===== src/rtl/hex_display_arbiter_if.sv =====
// rtl/hex_display_arbiter_if.sv - request/display bus between requesters and the hex display arbiter
// Purpose: bundles the per-requester valid/data/ready handshake and the display
//          write port so the arbiter takes a single bus port.
// Ports (signals):
//   i_valid  NUM_REQ      per-requester write request (requester side drives)
//   i_data   16*NUM_REQ   request payloads, requester k at [16k+15:16k]
//   o_ready  NUM_REQ      one-hot accept from the arbiter
//   o_data   16           registered display value
//   o_we     1            one-cycle display write strobe
//   o_owner  IDX_W        requester index of the last write
//   o_busy   1            dwell window running
// Modports: master = requester/display side, slave = arbiter.
interface hex_display_arbiter_if #(
  parameter int NUM_REQ = 4
);
  localparam int IDX_W = $clog2(NUM_REQ);

  logic [NUM_REQ-1:0]    i_valid;
  logic [16*NUM_REQ-1:0] i_data;
  logic [NUM_REQ-1:0]    o_ready;
  logic [15:0]           o_data;
  logic                  o_we;
  logic [IDX_W-1:0]      o_owner;
  logic                  o_busy;

  modport master (
    output i_valid, i_data,
    input  o_ready, o_data, o_we, o_owner, o_busy
  );

  modport slave (
    input  i_valid, i_data,
    output o_ready, o_data, o_we, o_owner, o_busy
  );
endinterface


===== src/rtl/hex_display_arbiter.sv =====
// rtl/hex_display_arbiter.sv - round-robin arbiter with dwell time for the 4-digit hex display
// Purpose: shares the single 16-bit display write port among NUM_REQ requesters.
//          Round-robin grant in IDLE, then a HOLD window of HOLD_CYCLES clocks
//          during which nothing is accepted, so each value stays visible.
// Ports:
//   clk    in   system clock
//   rst_n  in   synchronous reset, active-low
//   bus    slave modport of hex_display_arbiter_if (i_valid, i_data in;
//          o_ready combinational; o_data, o_we, o_owner registered; o_busy)
// Configuration macro: HEX_ARB_PRIO0_EN - requester 0 gets strict priority and
//          does not move the round-robin pointer; others round-robin among themselves.
module hex_display_arbiter #(
  parameter int NUM_REQ     = 4,
  parameter int HOLD_CYCLES = 1024
) (
  input  logic                   clk,
  input  logic                   rst_n,
  hex_display_arbiter_if.slave   bus
);
  localparam int IDX_W = $clog2(NUM_REQ);
  localparam int CNT_W = $clog2(HOLD_CYCLES + 1);

`ifdef HEX_ARB_PRIO0_EN
  localparam bit PRIO0 = 1'b1;
`else
  localparam bit PRIO0 = 1'b0;
`endif

  typedef enum logic {S_IDLE, S_HOLD} state_t;

  state_t            r_state, w_state_nxt;
  logic [CNT_W-1:0]  r_cnt, w_cnt_nxt;
  logic [IDX_W-1:0]  r_rr_ptr, w_rr_ptr_nxt;
  logic [15:0]       r_data;
  logic              r_we;
  logic [IDX_W-1:0]  r_owner;

  logic              w_found;
  logic [IDX_W-1:0]  w_grant_idx;
  logic [IDX_W-1:0]  w_cand;
  logic [NUM_REQ-1:0] w_ready;
  logic              w_fire;

  // Explicit modulo so non-power-of-two NUM_REQ wraps correctly.
  function automatic logic [IDX_W-1:0] wrap_idx(input int v);
    return IDX_W'(v % NUM_REQ);
  endfunction

  // Requester search starting at rr_ptr; in priority mode port 0 is excluded
  // from the rotation and overrides it when requesting.
  always_comb begin
    w_found     = 1'b0;
    w_grant_idx = '0;
    w_cand      = '0;
    for (int i = 0; i < NUM_REQ; i++) begin
      w_cand = wrap_idx(int'(r_rr_ptr) + i);
      if (!w_found && bus.i_valid[w_cand] && (!PRIO0 || (w_cand != '0))) begin
        w_found     = 1'b1;
        w_grant_idx = w_cand;
      end
    end
    if (PRIO0 && bus.i_valid[0]) begin
      w_found     = 1'b1;
      w_grant_idx = '0;
    end
  end

  always_comb begin
    w_state_nxt  = r_state;
    w_cnt_nxt    = r_cnt;
    w_rr_ptr_nxt = r_rr_ptr;
    w_ready      = '0;
    case (r_state)
      S_IDLE: begin
        // Gated by rst_n so nothing is offered while reset is held.
        if (rst_n && w_found) begin
          w_ready[w_grant_idx] = 1'b1;
          w_state_nxt          = S_HOLD;
          w_cnt_nxt            = CNT_W'(HOLD_CYCLES);
          if (!(PRIO0 && (w_grant_idx == '0))) begin
            w_rr_ptr_nxt = wrap_idx(int'(w_grant_idx) + 1);
          end
        end
      end
      S_HOLD: begin
        w_cnt_nxt = r_cnt - CNT_W'(1);
        if (r_cnt == CNT_W'(1)) begin
          w_state_nxt = S_IDLE;
        end
      end
      default: w_state_nxt = S_IDLE;
    endcase
  end

  assign w_fire = |(bus.i_valid & w_ready);

  always_ff @(posedge clk) begin
    if (!rst_n) begin
      r_state  <= S_IDLE;
      r_cnt    <= '0;
      r_rr_ptr <= '0;
      r_data   <= '0;
      r_we     <= 1'b0;
      r_owner  <= '0;
    end else begin
      r_state  <= w_state_nxt;
      r_cnt    <= w_cnt_nxt;
      r_rr_ptr <= w_rr_ptr_nxt;
      r_we     <= w_fire;
      if (w_fire) begin
        r_data  <= bus.i_data[16*int'(w_grant_idx) +: 16];
        r_owner <= w_grant_idx;
      end
    end
  end

  assign bus.o_ready = w_ready;
  assign bus.o_data  = r_data;
  assign bus.o_we    = r_we;
  assign bus.o_owner = r_owner;
  assign bus.o_busy  = (r_state == S_HOLD);
endmodule

===== src/flat_wrapper.sv =====
// flat-port wrapper written by rule: the top's interface ports become plain ports
module hex_display_arbiter_flat 
#(
  parameter int NUM_REQ     = 4,
  parameter int HOLD_CYCLES = 1024
)
  (clk, rst_n, bus_i_valid, bus_i_data, bus_o_ready, bus_o_data, bus_o_we, bus_o_owner, bus_o_busy);
  hex_display_arbiter_if #(.NUM_REQ(NUM_REQ)) bus_i ();
  input  logic clk;
  input  logic rst_n;
  input wire logic [$bits(bus_i.i_valid)-1:0] bus_i_valid;
  input wire logic [$bits(bus_i.i_data)-1:0] bus_i_data;
  output wire logic [$bits(bus_i.o_ready)-1:0] bus_o_ready;
  output wire logic [$bits(bus_i.o_data)-1:0] bus_o_data;
  output wire logic [$bits(bus_i.o_we)-1:0] bus_o_we;
  output wire logic [$bits(bus_i.o_owner)-1:0] bus_o_owner;
  output wire logic [$bits(bus_i.o_busy)-1:0] bus_o_busy;
  assign bus_i.i_valid = bus_i_valid;
  assign bus_i.i_data = bus_i_data;
  assign bus_o_ready = bus_i.o_ready;
  assign bus_o_data = bus_i.o_data;
  assign bus_o_we = bus_i.o_we;
  assign bus_o_owner = bus_i.o_owner;
  assign bus_o_busy = bus_i.o_busy;
  hex_display_arbiter #(.NUM_REQ(NUM_REQ), .HOLD_CYCLES(HOLD_CYCLES)) u_core (.clk(clk), .rst_n(rst_n), .bus(bus_i));
endmodule

===== config.mk =====
export PLATFORM = sky130hd
export DESIGN_NAME = hex_display_arbiter_flat
export DESIGN_NICKNAME = d
export VERILOG_FILES = /design/src/rtl/hex_display_arbiter_if.sv /design/src/rtl/hex_display_arbiter.sv /design/src/flat_wrapper.sv
export SDC_FILE = /design/constraint.sdc
export NUM_CORES = 1
export LEC_CHECK = 0
export ABC_CLOCK_PERIOD_IN_PS = 1700
export CORE_MARGIN = 2
export CORE_UTILIZATION = 36
export DETAILED_ROUTE_END_ITERATION = 16
export PLACE_DENSITY_LB_ADDON = 0.05
export SYNTH_ARGS = -nofsm -noshare
export SYNTH_HDL_FRONTEND = slang
export SYNTH_SLANG_ARGS = --single-unit

===== constraint.sdc =====
create_clock -name clk -period 1.7 [get_ports clk]
set_clock_uncertainty 0.05 [all_clocks]
set_input_delay 0.17 -clock clk [delete_from_list [all_inputs] [get_ports clk]]
set_output_delay 0.17 -clock clk [all_outputs]
set_load 0.01 [all_outputs]

==> impl_metrics.py <==
metrics = {
    "outcome": {
        "status": "complete, but fails checks",
        "violations": "setup timing",
    },
    "pwr": {
        "power_density_nw_per_um2": 784,
        "p_leak_nw": 1.36,
        "vdd_ir_drop_max_v": 0.000405,
        "power_mw": 2.56,
    },
    "min_path": {
        "min_path_type": "flop to flop",
        "min_from": "u_core.bus.o_owner[1]$_SDFFE_PN0P_",
    },
    "logic_synthesis": {
        "syn_area_um2": 1800,
        "synth_top_area_cell": "dfxtp_1",
        "synth.area.top_cells": "dfxtp_1, mux2i_1, a221oi_1",
        "synth_cell_types": 50,
        "yosys_warnings": 0,
        "ys_seq_elements": 33,
        "synth-async-reset-ratio_pct": 0,
        "synth_edf_count": 0,
        "synth_cells": 199,
        "avgSynthCellArea_um2": 9.06,
        "synthFlopType": "dfxtp_1",
        "synth-seq-area-share_pct": 36.6,
        "synthDominantCellAreaShare_pct": 36.6,
        "synthesis.nets": 271,
    },
    "place": {
        "hpwl_um": 4270,
        "place_ws_ns": -0.721,
        "io_buffer_count": 93,
        "dpl_cell_area_um2": 2970,
        "gp_congestion": 0.828,
        "dp_cells": 371,
    },
    "timing": {
        "clock.fmax_mhz": 578,
        "finalSetupViolations": 3,
        "hold_slack_ns": 0.415,
        "fin_ws_ns": -0.0303,
        "rsz0062_at_grt": "true",
        "maxSlewHeadroom_pct": 78.1,
        "fin_crit_sh_pct": 102,
        "fin_setup_tns_ns": -0.0632,
        "finalHoldViolCount": 0,
        "finalCriticalPeriod_ns": 1.73,
        "maxSlewViolCount": 0,
        "worst_pin_slew_ns": 0.328,
    },
    "clock_tree": {
        "cts_hold_buf": 0,
        "cts_tree": "yes",
        "clk_latency_ns": 0.28,
        "clk_path_buf_depth": 2,
        "cts_buffers": 5,
        "htree_levels": 2,
        "root_buffer": "clkbuf_8",
        "clk_pin_slew_ns": 0.07,
        "numClockSinks": 33,
    },
    "global_routing": {
        "grt_pass1_vias": 1975,
        "track_usage_pct": 21.8,
        "grt_pass1_wl_um": 9210,
        "grt_max_degree": 26,
        "grt_overflow": 0,
        "grt_antenna_before_repair": 0,
    },
    "drt": {
        "wl_um": 6110,
        "drt_iter0_drc": 60,
        "wl_per_cell_um": 15.8,
        "post_drt_via_cell_ratio": 5.34,
        "num_vias": 2063,
        "drc_errors": 0,
        "ant_nets": 0,
        "drt-pass1-iter-count": 4,
    },
    "floorplan": {
        "die_area_um2": 5590,
        "die_h_um": 74.8,
        "die_w_um": 74.8,
        "core-area_um2": 4790,
        "start_util_pct": 37.7,
        "io_pins": 94,
        "rows": 25,
    },
    "critical_path": {
        "path_delay_family": "simple AND/OR/NAND/NOR gates",
        "cp_slowest_stage_delay_ns": 0.33,
        "arrival_ns": 1.51,
        "cp.required_ns": 1.48,
        "crit_type": "flop to output pin",
        "cpMaxStageDelayCell": "dfxtp_2",
        "crit_start": "u_core.r_rr_ptr[0]$_SDFFE_PN0P_",
        "cp_max_fo": 3,
        "crit_chain": "nand2b_1, a21oi_1, a211o_1, or2_4, nor2_1, buf_2",
        "cp.buffers_inverters": 1,
        "critPathLaunchType": "flop",
        "crit_path_end_kind": "output pin",
        "reg2reg_from": "u_core.bus.o_busy$_SDFF_PN0_",
    },
    "cells_and_area": {
        "layoutNonFillerInstCount": 386,
        "fin_nets": 390,
        "drive_gt1_share_pct": 25.1,
        "final_core_util_pct": 68.2,
        "num_antenna_cells": 0,
        "syn_to_final_growth_pct": 81.1,
        "final_cell_area_um2": 3260,
    },
    "flow_run": {
        "cap_violations": 0,
    },
}
==> report_power, final <==
part           switching [mW]  internal, mW
clock network           0.286         0.284
registers              0.0709         0.877
logic                   0.450         0.590
total                   0.807          1.75
==> layout by cell type, fill, tap and decap left out, drive strengths merged, types with 4 or more instances in the layout <==
cell type      count
a21oi              8
a221oi            16
buf               37
clkbuf             6
clkdlybuf4s50     84
dfxtp             33
inv                6
mux2i             16
nand2              7
nor2              11
o21ai             21
o22ai             17
or4                4
==> final cells by class <==
class / instances / area (µm²)
fillers: 413 / 1520
repair buffers: 126 / 1210
multi-input cells: 146 / 1200
flip-flops and latches: 33 / 663
well taps: 67 / 83.8
clock buffers: 6 / 72.6
inverters: 6 / 22.5
clock inverters: 2 / 10.0
==> worst reg2reg max path, stage by stage, from the launching register on <==
cell,delay [ns]
dfxtp_1,0.34
buf_4,0.12
nor3b_4,0.25
nand3_2,0.16
or4_1,0.50
a21oi_1,0.16
==> per-layer routing <==
metal  wire (µm)  track usage [%]
met5           0                0
met4         149             8.73
met3         438             7.36
met2        2980             36.5
met1        2550             25.9
==> final timing paths <==
path	endpoint	slack [ns]	cells past startpoint
max	bus_o_ready[3]	-0.03	6
min	u_core.bus.o_owner[1]$_SDFFE_PN0P_	0.41	2
max reg2reg	u_core.r_cnt[9]$_SDFFE_PN0P_	0.05	5
min reg2reg	u_core.bus.o_owner[1]$_SDFFE_PN0P_	0.41	2
==> what timing repair did <==
action	4_1_cts	5_1_grt
gates cloned	0	0
resized for setup	31	25
setup endpoints to repair	26	25
pin swaps	4	4
setup buffers	4	4
==> cells in the mapped netlist, types with 2 or more instances <==
cell type and count:
dfxtp_1 33, o21ai_0 20, o22ai_1 17, a221oi_1 16
mux2i_1 16, nor2_1 11, a21oi_1 8, nand2_1 6
clkbuf_1 5, inv_1 5, and2_1 3, buf_2 3
buf_4 3, nand2b_1 3, nand3_1 3, nor2b_1 3
nor3_1 3, a21boi_0 2, buf_6 2, ha_1 2
nor4_1 2, o211ai_1 2, o221a_2 2, or4_1 2
or4_4 2
==> cell families after synthesis <==
group,Yosys count,share of synthesized area [%]
AO/OA/AOI/OAI,79,30.3
buffers and inverters,20,5.90
flip-flops,33,36.6
XOR/XNOR,1,0.486
adder cells (fa/ha/maj),2,1.39
AND/OR/NAND/NOR,47,15.8
multiplexers,17,9.51
==> flip-flops by register name, indices dropped and copies added, names as in the netlist <==
register,count
u_core.bus.o_data,16
u_core.bus.o_we,1
u_core.r_rr_ptr,2
u_core.bus.o_busy,1
u_core.bus.o_owner,2
u_core.r_cnt,11
(Power assumes the default switching activity.)
